`src/rtl/isq_pkg.sv`:
```
// Shared issue-queue definitions: geometry of the queue and the layout of the
// instruction payload that each line carries. The line, allocator and
// issue-select blocks all import these definitions from here.
package isq_pkg;

    // Queue geometry. ISQ_DEPTH must stay a power of two so that index
    // arithmetic wraps naturally in IDX_WIDTH bits.
    localparam int INST_WIDTH = 56;
    localparam int ISQ_DEPTH  = 16;
    localparam int IDX_WIDTH  = $clog2(ISQ_DEPTH);

    // Functional-unit class carried in the top bits of every payload.
    typedef enum logic [1:0] {
        FU_ALU = 2'd0,
        FU_MUL = 2'd1,
        FU_LSU = 2'd2,
        FU_BR  = 2'd3
    } isq_fu_e;

    // Payload layout of one queue line, MSB first. The issue-select stage
    // moves it as an opaque vector; downstream units decode the fields.
    typedef struct packed {
        isq_fu_e     fu;
        logic [5:0]  opc;
        logic [5:0]  rd;
        logic [5:0]  rs1;
        logic [5:0]  rs2;
        logic [29:0] imm;
    } isq_inst_t;

    localparam int ISQ_INST_BITS = $bits(isq_inst_t);

    // Distance of a line from the head, i.e. its age rank (0 = oldest).
    function automatic logic [IDX_WIDTH-1:0] isq_age(
        input logic [IDX_WIDTH-1:0] idx,
        input logic [IDX_WIDTH-1:0] head
    );
        return idx - head;
    endfunction

endpackage

```
`src/rtl/isq_issue_sel_if.sv`:
```
// Issue-slot bus between the issue-select stage and a functional unit.
// The issue side presents a registered valid/payload/index; the functional
// unit answers with fu_rdy. A transfer happens on an edge with iss_vld & fu_rdy.
interface isq_issue_sel_if #(
    parameter int INST_WIDTH = isq_pkg::INST_WIDTH,
    parameter int IDX_WIDTH  = isq_pkg::IDX_WIDTH
);

    logic                  iss_vld;
    logic [INST_WIDTH-1:0] iss_inst;
    logic [IDX_WIDTH-1:0]  iss_idx;
    logic                  fu_rdy;

    // Issue-select side: drives the slot, observes acceptance.
    modport master (
        output iss_vld,
        output iss_inst,
        output iss_idx,
        input  fu_rdy
    );

    // Functional-unit side: consumes the slot, signals acceptance.
    modport slave (
        input  iss_vld,
        input  iss_inst,
        input  iss_idx,
        output fu_rdy
    );

endinterface

```
`src/rtl/isq_age_pick.sv`:
```
// Rotating priority encoder: picks the oldest set bit of cand, where age is
// measured upward from isq_head and wraps modulo ISQ_DEPTH. isq_head itself
// is the oldest line, isq_head-1 the youngest. Purely combinational.
module isq_age_pick #(
    parameter int ISQ_DEPTH = isq_pkg::ISQ_DEPTH,
    parameter int IDX_WIDTH = isq_pkg::IDX_WIDTH
) (
    input  logic [ISQ_DEPTH-1:0] cand,
    input  logic [IDX_WIDTH-1:0] isq_head,
    output logic                 pick_vld,
    output logic [IDX_WIDTH-1:0] pick_idx,
    output logic [ISQ_DEPTH-1:0] pick_oh
);

    logic [IDX_WIDTH-1:0] scan_idx;

    // Scan from youngest to oldest so the oldest candidate is written last and wins.
    always_comb begin
        // NOTE: every output of a combinational block gets a default before any
        // conditional write, using blocking assignments; otherwise a path that
        // skips an assignment infers a latch.
        pick_vld = 1'b0;
        pick_idx = '0;
        pick_oh  = '0;
        scan_idx = '0;
        for (int k = ISQ_DEPTH - 1; k >= 0; k--) begin
            // Adding in IDX_WIDTH bits wraps the index past the top line.
            scan_idx = isq_head + IDX_WIDTH'(k);
            if (cand[scan_idx]) begin
                pick_vld = 1'b1;
                pick_idx = scan_idx;
            end
        end
        if (pick_vld) begin
            pick_oh[pick_idx] = 1'b1;
        end
    end

endmodule

```
`src/rtl/isq_issue_sel.sv`:
```
// Issue-select stage. Each cycle it picks the oldest waiting, operand-ready
// line, loads it into a registered issue slot when the slot is free, and
// pulses clr_wat back to that line in the same cycle so the line's wait bit
// and the slot update on the same edge. A flush empties the slot and blocks
// any load for that cycle.
module isq_issue_sel #(
    parameter int INST_WIDTH = isq_pkg::INST_WIDTH,
    parameter int ISQ_DEPTH  = isq_pkg::ISQ_DEPTH,
    parameter int IDX_WIDTH  = isq_pkg::IDX_WIDTH
) (
    input  logic                            clk,
    input  logic                            rst_n,
    input  logic [ISQ_DEPTH-1:0]            lin_wat,
    input  logic [ISQ_DEPTH-1:0]            lin_rdy,
    input  logic [ISQ_DEPTH*INST_WIDTH-1:0] lin_inst,
    input  logic [IDX_WIDTH-1:0]            isq_head,
    input  logic                            fls,
    output logic [ISQ_DEPTH-1:0]            clr_wat,
    isq_issue_sel_if.master                 iss
);

    // Line view of the flattened payload bus.
    logic [INST_WIDTH-1:0] line_inst [ISQ_DEPTH];

    // Candidate selection.
    logic [ISQ_DEPTH-1:0] cand;
    logic                 pick_vld;
    logic [IDX_WIDTH-1:0] pick_idx;
    logic [ISQ_DEPTH-1:0] pick_oh;

    // Handshake.
    logic slot_free;
    logic ld;

    // Issue-slot registers.
    logic                  iss_vld_d,  iss_vld_q;
    logic [INST_WIDTH-1:0] iss_inst_d, iss_inst_q;
    logic [IDX_WIDTH-1:0]  iss_idx_d,  iss_idx_q;

    for (genvar g = 0; g < ISQ_DEPTH; g++) begin : g_line
        assign line_inst[g] = lin_inst[g*INST_WIDTH +: INST_WIDTH];
    end

    assign cand = lin_wat & lin_rdy;

    isq_age_pick #(
        .ISQ_DEPTH (ISQ_DEPTH),
        .IDX_WIDTH (IDX_WIDTH)
    ) u_age_pick (
        .cand     (cand),
        .isq_head (isq_head),
        .pick_vld (pick_vld),
        .pick_idx (pick_idx),
        .pick_oh  (pick_oh)
    );

    // The slot can take a new entry when empty or when its entry leaves this
    // cycle; a flush suppresses the load but still lets a transfer complete.
    assign slot_free = !iss_vld_q || iss.fu_rdy;
    assign ld        = pick_vld && slot_free && !fls;

    // The clear pulse is tied to the load so a line is never picked twice;
    // held low during reset so the queue lines never see a spurious clear.
    assign clr_wat = (rst_n && ld) ? pick_oh : '0;

    // Next-state of the issue slot: load, drain on accept/flush, else hold.
    always_comb begin
        iss_vld_d  = iss_vld_q;
        iss_inst_d = iss_inst_q;
        iss_idx_d  = iss_idx_q;
        if (ld) begin
            iss_vld_d  = 1'b1;
            iss_inst_d = line_inst[pick_idx];
            iss_idx_d  = pick_idx;
        end else if (fls || iss.fu_rdy) begin
            // Payload and index are left as they are; only validity drops.
            iss_vld_d = 1'b0;
        end
    end

    // Issue-slot registers with asynchronous reset.
    always_ff @(posedge clk or negedge rst_n) begin
        // NOTE: state is updated with non-blocking assignments so every flop
        // samples its _d value from before the edge, independent of ordering.
        // The payload and index are reset too: they are architecturally
        // visible outputs with a defined reset value, not storage arrays.
        if (!rst_n) begin
            iss_vld_q  <= 1'b0;
            iss_inst_q <= '0;
            iss_idx_q  <= '0;
        end else begin
            iss_vld_q  <= iss_vld_d;
            iss_inst_q <= iss_inst_d;
            iss_idx_q  <= iss_idx_d;
        end
    end

    assign iss.iss_vld  = iss_vld_q;
    assign iss.iss_inst = iss_inst_q;
    assign iss.iss_idx  = iss_idx_q;

endmodule

```
`src/flat_wrapper.sv`:
```
// flat-port wrapper written by rule: the top's interface ports become plain ports
module isq_issue_sel_flat 
#(
    parameter int INST_WIDTH = isq_pkg::INST_WIDTH,
    parameter int ISQ_DEPTH  = isq_pkg::ISQ_DEPTH,
    parameter int IDX_WIDTH  = isq_pkg::IDX_WIDTH
)
  (clk, rst_n, lin_wat, lin_rdy, lin_inst, isq_head, fls, clr_wat, iss_iss_vld, iss_iss_inst, iss_iss_idx, iss_fu_rdy);
  isq_issue_sel_if #(.INST_WIDTH(INST_WIDTH), .IDX_WIDTH(IDX_WIDTH)) iss_i ();
  input  logic clk;
  input  logic rst_n;
  input  logic [ISQ_DEPTH-1:0] lin_wat;
  input  logic [ISQ_DEPTH-1:0] lin_rdy;
  input  logic [ISQ_DEPTH*INST_WIDTH-1:0] lin_inst;
  input  logic [IDX_WIDTH-1:0] isq_head;
  input  logic fls;
  output logic [ISQ_DEPTH-1:0] clr_wat;
  output wire logic [$bits(iss_i.iss_vld)-1:0] iss_iss_vld;
  output wire logic [$bits(iss_i.iss_inst)-1:0] iss_iss_inst;
  output wire logic [$bits(iss_i.iss_idx)-1:0] iss_iss_idx;
  input wire logic [$bits(iss_i.fu_rdy)-1:0] iss_fu_rdy;
  assign iss_iss_vld = iss_i.iss_vld;
  assign iss_iss_inst = iss_i.iss_inst;
  assign iss_iss_idx = iss_i.iss_idx;
  assign iss_i.fu_rdy = iss_fu_rdy;
  isq_issue_sel #(.INST_WIDTH(INST_WIDTH), .ISQ_DEPTH(ISQ_DEPTH), .IDX_WIDTH(IDX_WIDTH)) u_core (.clk(clk), .rst_n(rst_n), .lin_wat(lin_wat), .lin_rdy(lin_rdy), .lin_inst(lin_inst), .isq_head(isq_head), .fls(fls), .clr_wat(clr_wat), .iss(iss_i));
endmodule
```
`config.mk`:
```
export PLATFORM = sky130hd
export DESIGN_NAME = isq_issue_sel_flat
export DESIGN_NICKNAME = d
export VERILOG_FILES = /design/src/rtl/isq_pkg.sv /design/src/rtl/isq_issue_sel_if.sv /design/src/rtl/isq_age_pick.sv /design/src/rtl/isq_issue_sel.sv /design/src/flat_wrapper.sv
export SDC_FILE = /design/constraint.sdc
export NUM_CORES = 1
export LEC_CHECK = 0
export ABC_AREA = 1
export CAP_MARGIN = 40
export CORE_AREA = 2 2 391 393
export DETAILED_ROUTE_END_ITERATION = 6
export DIE_AREA = 0 0 393 395
export SLEW_MARGIN = 20
export SYNTH_ARGS = -nofsm -noshare
export SYNTH_HDL_FRONTEND = slang
export SYNTH_SLANG_ARGS = --single-unit
```
`constraint.sdc`:
```
create_clock -name clk -period 6.8 [get_ports clk]
set_clock_uncertainty 0.2 [all_clocks]
set_input_delay 1.02 -clock clk [delete_from_list [all_inputs] [get_ports clk]]
set_output_delay 1.02 -clock clk [all_outputs]
set_load 0.05 [all_outputs]
```
# Yosys cells after proc, flatten, opt, wreduce, memory -nomap -nowiden
# Cells that the tools add are included.
# word_totals
regBits	61
inputBits	936
elab_cells	121
# op_classes
add_sub_neg	15
magnitude_cmp	19
n_mux	73
bitwise_logic	2
reduce_logical	9
# op_table
operator	n
$bmux W56 S4	1
$mux W56	2
$lt A4 B5 Y1 const B	17
$bmux W1 S4	16
$mux W4	16
$mux W1	35
$add A4 B4 Y4 const B	8
$mux W16	2
$add A4 B3 Y4 const B	4
$and A16 B16 Y16	1
$add A4 B2 Y4 const B	2
$ge A5 B5 Y1 const B	1
$not A4 Y5	1
$add A4 B1 Y4 const B	1
$demux W1 S4	1
$ge A4 B1 Y1 const B	1
$logic_and A1 B1 Y1	4
$logic_not A1 Y1	2
$logic_or A1 B1 Y1	2
$reduce_bool A2 Y1	1

# Longest topological paths before layout
# Gate-level depths: netlist of the first run.
# depth
depth_word	25
depth_mapped	37
depth_no_buf	32

# Cells and area by module
# A second synthesis of the first run with hierarchy kept.
# hier_totals
cells_unflattened	2749
hier_area_um2	13485.4
# modules_own_cells
mod	n_inst	cells_each	area_per_inst_um2	seq_area_each_um2
isq_issue_sel	1	2355	11663.7	1526.5
isq_age_pick	1	394	1821.7	0.0

# Least setup slack after synthesis of the first run
# OpenSTA, ideal clock, no wires.
# synth_timing
path_type	input to output
startpoint	input port isq_head[1]
endpoint	output port clr_wat[12]
arrival_ps	4579
t_required_ps	5580
setup_slack_ps	1001
cell_stages	31
n_path_buf	4
cell_sequence	inv_1 -> buf_2 -> ha_1 -> inv_1 -> clkbuf_1 -> nand3_1 -> nand3_1 -> nand3_1 -> nand2_2 -> a21oi_1 -> o21ai_1 -> o21ai_1 -> nand2_1 -> nand2_1 -> nand2_1 -> nand2_1 -> nand2_1 -> nand2_1 -> nand2_1 -> nand2_1 -> nand2_1 -> nand2_1 -> nand2_1 -> nand2_1 -> nand2_1 -> inv_1 -> nor2_1 -> buf_2 -> buf_2 -> inv_1 -> nor2_1
# synth_via
elab_chain_len	25
elab_cells_between_ends	89
# synth_lines
element	line_no	source
from (decl)	flat_wrapper.sv:15	input logic [IDX_WIDTH-1:0] isq_head;
$add A4 B4 Y4	isq_age_pick.sv:28	scan_idx = isq_head + IDX_WIDTH'(k);
$bmux W1 S4	isq_age_pick.sv:29	if (cand[scan_idx]) begin
$mux W1 (not written as such)	isq_age_pick.sv:29	
$mux W4 (16 in series)	isq_age_pick.sv:29	
$lt A4 B5 Y1 (not written as such) or $ge A4 B1 Y1 (tied branches)	isq_age_pick.sv:35	pick_oh[pick_idx] = 1'b1;
$logic_and A1 B1 Y1 (not written as such)	isq_age_pick.sv:35	
$mux W1 (not written as such)	isq_age_pick.sv:35	
$demux W1 S4	isq_age_pick.sv:35	
$mux W16	isq_age_pick.sv:34	if (pick_vld) begin
$mux W16 (*)	isq_issue_sel.sv:64	assign clr_wat = (rst_n && ld) ? pick_oh : '0;
to (decl)	flat_wrapper.sv:17	output logic [ISQ_DEPTH-1:0] clr_wat;
# Every way passes the cells marked *; elsewhere a longest branch is shown, timed or not. The select of a mux whose other input is x is not followed.

# Worst setup path in the final report of the first run
# layout_timing
startpoint	input port isq_head[0]
endpoint	output port clr_wat[11]
# Same word-level chain as after synthesis.

==> out/results.tsv, run 1 <==
stage	metric	value	unit
setup_path	Setup crit end kind	output pin	
yosys	Syn Nets	4061	
timing	RSZ-0062 raised after global routing	false	
layout	Fillers	17620	
clock_network	root buf cell	clkbuf_16	
route	Iteration-0 DRC Markers	2012	
pwr	Clock power frac	9.8	%
layout	Nets	4921	
yosys	number of synthesis warnings	0	
layout	post-route cell area	27600	um^2
pwr	Int Pwr	2.594	mW
run_status	status	complete, no violations	
yosys	Syn Area/Cell	4.670	um^2
placed_design	Detailed Place HPWL	124200	um
pwr	Net Sw Frac	60.35	%
pwr	Leak	12.84	nW
global_routing	total grt overflow	0	
yosys	Mapped Area	14560	um^2
placed_design	Placed Area	27210	um^2
timing	period utilization	93.70	%
setup_path	delay-heaviest family, CP	simple AND/OR/NAND/NOR gates	
layout	most common cell after layout, fill and taps aside	nand2_1	
clock_network	cts hold-fix bufs	0	
setup_path	crit path cell chain	clkdlybuf4s50_1, inv_2, ha_1, inv_1, buf_4, nand3_1, a31oi_1, nand2_1, nand2_1, nor2_1, nand4_1, nor3_1, a31o_2, a21oi_4, inv_1, nor2_1, nand3_1, nor2_1, buf_12	
floorplan	core area	151200	um^2
yosys	Unique masters post-synth	30	
timing	post-route minimum period	6.371	ns
route	Pre-Repair DR Iteration Count	7	
floorplan	io pins	1013	
setup_path	CP Buf/Inv Count	6	
setup_path	critical path class	primary input to output pin	
setup_path	CP Launch Type	primary input	
global_routing	total track usage	18.45	%
floorplan	Row Count	143	
clock_network	Post-CTS Setup Bufs	0	
global_routing	initial antenna violation count	81	
setup_path	CP arrival	5.15	ns
clock_network	Clock Pin Slew Worst Setup and Hold Paths	0.10	ns
layout	area grow syn2layout	89.57	%
pwr	combinational share of power	81.2	%
timing	Hold Vio Cnt, Final	0	
global_routing	first-pass GRT wire length	196400	um
route	DR WL/cell	24.79	um
global_routing	pin count of the biggest net entering global routing	148	
route	total wire length	149500	um
global_routing	vias in the first global route	23370	
yosys	register area share after synthesis	10.48	%
placed_design	Placer Congestion	0.9606	
clock_network	Sink Count	61	
route	Via density	4.025	
timing	Slew Limit Fails	0	
timing	setup TNS	0	ns
clock_network	CTS Buf Count	9	
setup_path	Crit path top cell by count	nor2_1	
hold_path	min-delay worst type	register to register	
setup_path	Largest stage delay, worst path	0.55	ns
pwr	pwr dens	237.0	nW/um^2
pwr	switching power	3.948	mW
yosys	Cells after Synth	3118	
route	antenna-violating nets left	0	
yosys	flops & latches, synth	61	
floorplan	die footprint	155200	um^2
timing	fmax	157.0	MHz
clock_network	CTS tree	built	
setup_path	worst path required time	5.58	ns
floorplan	Initial Util	9.631	%
clock_network	H-tree levels	3	
run	max cap viols	0	
setup_path	Slowest-stage cell, CP	clkdlybuf4s50_1	
pwr	sequential share of power	9.0	%
clock_network	clk_lat worst skew	0.41	ns
placed_design	PortBufs	1012	
floorplan	Die W	393	um
timing	Slew headroom	31.50	%
layout	most frequent cells in the layout	1575 x nand2_1, 995 x clkdlybuf4s50_1, 745 x nand3_1	
timing	slew at the pin closest to its max-slew limit	1.028	ns
clock_network	Post-CTS Resized	0	
pwr	largest vdd supply drop	0.1462	mV
route	via count	24280	
floorplan	die height	395	um
timing	Final setup viols	0	
clock_network	worst-case clock buffer depth	2	
route	drt drc	0	
pwr	overall power	6.542	mW
layout	share of cells above drive strength 1	4.872	%
setup_path	Max FO, Critical Path	9	
-- power by group through the flow --
stage          Clock (mW)  Combinational, mW  Sequential, mW
6_report            0.642               5.31           0.589
5_1_grt             0.687               5.79           0.611
4_1_cts             0.691               5.39           0.594
3_5_place_dp            0               5.38           0.600
3_3_place_gp            0               5.39           0.596
2_1_floorplan           0               2.34            1.04
-- state kept, by name, summed over array words and instances (netlist names) --
signal               count
u_core.iss.iss_idx       4
u_core.iss.iss_vld       1
u_core.iss.iss_inst     56
-- worst reg2reg max path: stages (launching register included) --
cell,delay [ns]
dfrtp_1,0.45
a21oi_4,0.26
buf_4,0.22
buf_4,0.57
nand3_1,0.57
nor2_1,0.23
nor2_1,0.05
-- cell type report --
cell class / count / area, um^2 / area share (%)
Antenna cell: 19 / 47.55 / 0.1722
Timing Repair Buffer: 1093 / 11190 / 40.54
Clock buffer: 12 / 256.5 / 0.9292
Tap cell: 2030 / 2540 / 9.201
Sequential cell: 61 / 1526 / 5.530
Inverter: 98 / 377.9 / 1.369
Clock inverter: 3 / 68.82 / 0.2493
Multi-Input combinational cell: 2715 / 11600 / 42.01
-- synth_stat cells --
master	number	share of area (%)
xnor2_1	1	0.060
and2_1	1	0.043
nand3_1	745	26
ha_1	7	0.60
xor2_1	4	0.24
a21oi_2	1	0.060
o21ai_1	3	0.10
buf_1	31	0.80
nand2_1	1578	41
nor3_1	2	0.069
nor4_1	2	0.086
inv_2	8	0.21
a31o_2	1	0.060
buf_6	4	0.31
xor2_2	2	0.22
nand4_1	1	0.043
dfrtp_1	61	10
inv_1	90	2.3
a31oi_1	6	0.26
nand3b_1	1	0.052
a21oi_1	35	1.2
o21ai_0	5	0.17
or2_2	57	2.4
nand2_2	4	0.17
nor2_1	257	6.6
o21a_1	1	0.052
buf_2	97	3.3
xnor2_2	1	0.11
clkbuf_1	85	2.2
buf_4	27	1.4
-- through the flow --
stage,cells,worst slack (ns),util [%],hold slack [ns]
6_report,6031,0.4287,18.26,0.2975
3_5_place_dp,5996,0.4380,18.00,0.2770
5_1_grt,6024,0.09109,18.25,0.3218
2_1_floorplan,3118,1.001,-,0.5244
3_3_place_gp,5995,0.3755,17.99,0.2717
4_1_cts,6011,0.4217,18.21,0.2982
-- layer usage --
metal | track usage, % | up-vias | wire (um)
met3 | 4.219 | 175 | 11840
li1 | - | 11600 | -
met1 | 25.28 | 11310 | 68270
met4 | 5.008 | 46 | 3289
met5 | 0 | - | 285
met2 | 28.75 | 1147 | 65830
-- path summary, 6_finish.rpt --
path | to | cells after the start | start | slack, ns
max reg2reg | u_core.iss.iss_inst[39] | 6 | u_core.iss.iss_vld | 4.16
max in group asynchronous | u_core.iss.iss_inst[48] | 3 | rst_n | 4.87
max | clr_wat[11] | 19 | isq_head[0] | 0.43
min reg2reg | u_core.iss.iss_idx[3] | 2 | u_core.iss.iss_idx[3] | 0.30
min in group asynchronous | u_core.iss.iss_inst[50] | 1 | rst_n | 0.42
min | u_core.iss.iss_idx[3] | 2 | u_core.iss.iss_idx[3] | 0.30
-- cells by family after synthesis --
group,count (synthesis),share of synthesized area [%]
xor+xnor,8,0.6359
flops,61,10.48
buf+inv,342,10.55
fa+ha+maj,7,0.6015
compound gates,52,1.908
simple gates,2648,75.82
No activity file was read; power rests on OpenSTA's default activity.
==> run 2: changes to the inputs <==
Settings changed: SKIP_CTS_REPAIR_TIMING from default to 1.
==> results of run 2 <==
Final layout, timing and power as in run 1 (identical DEF).
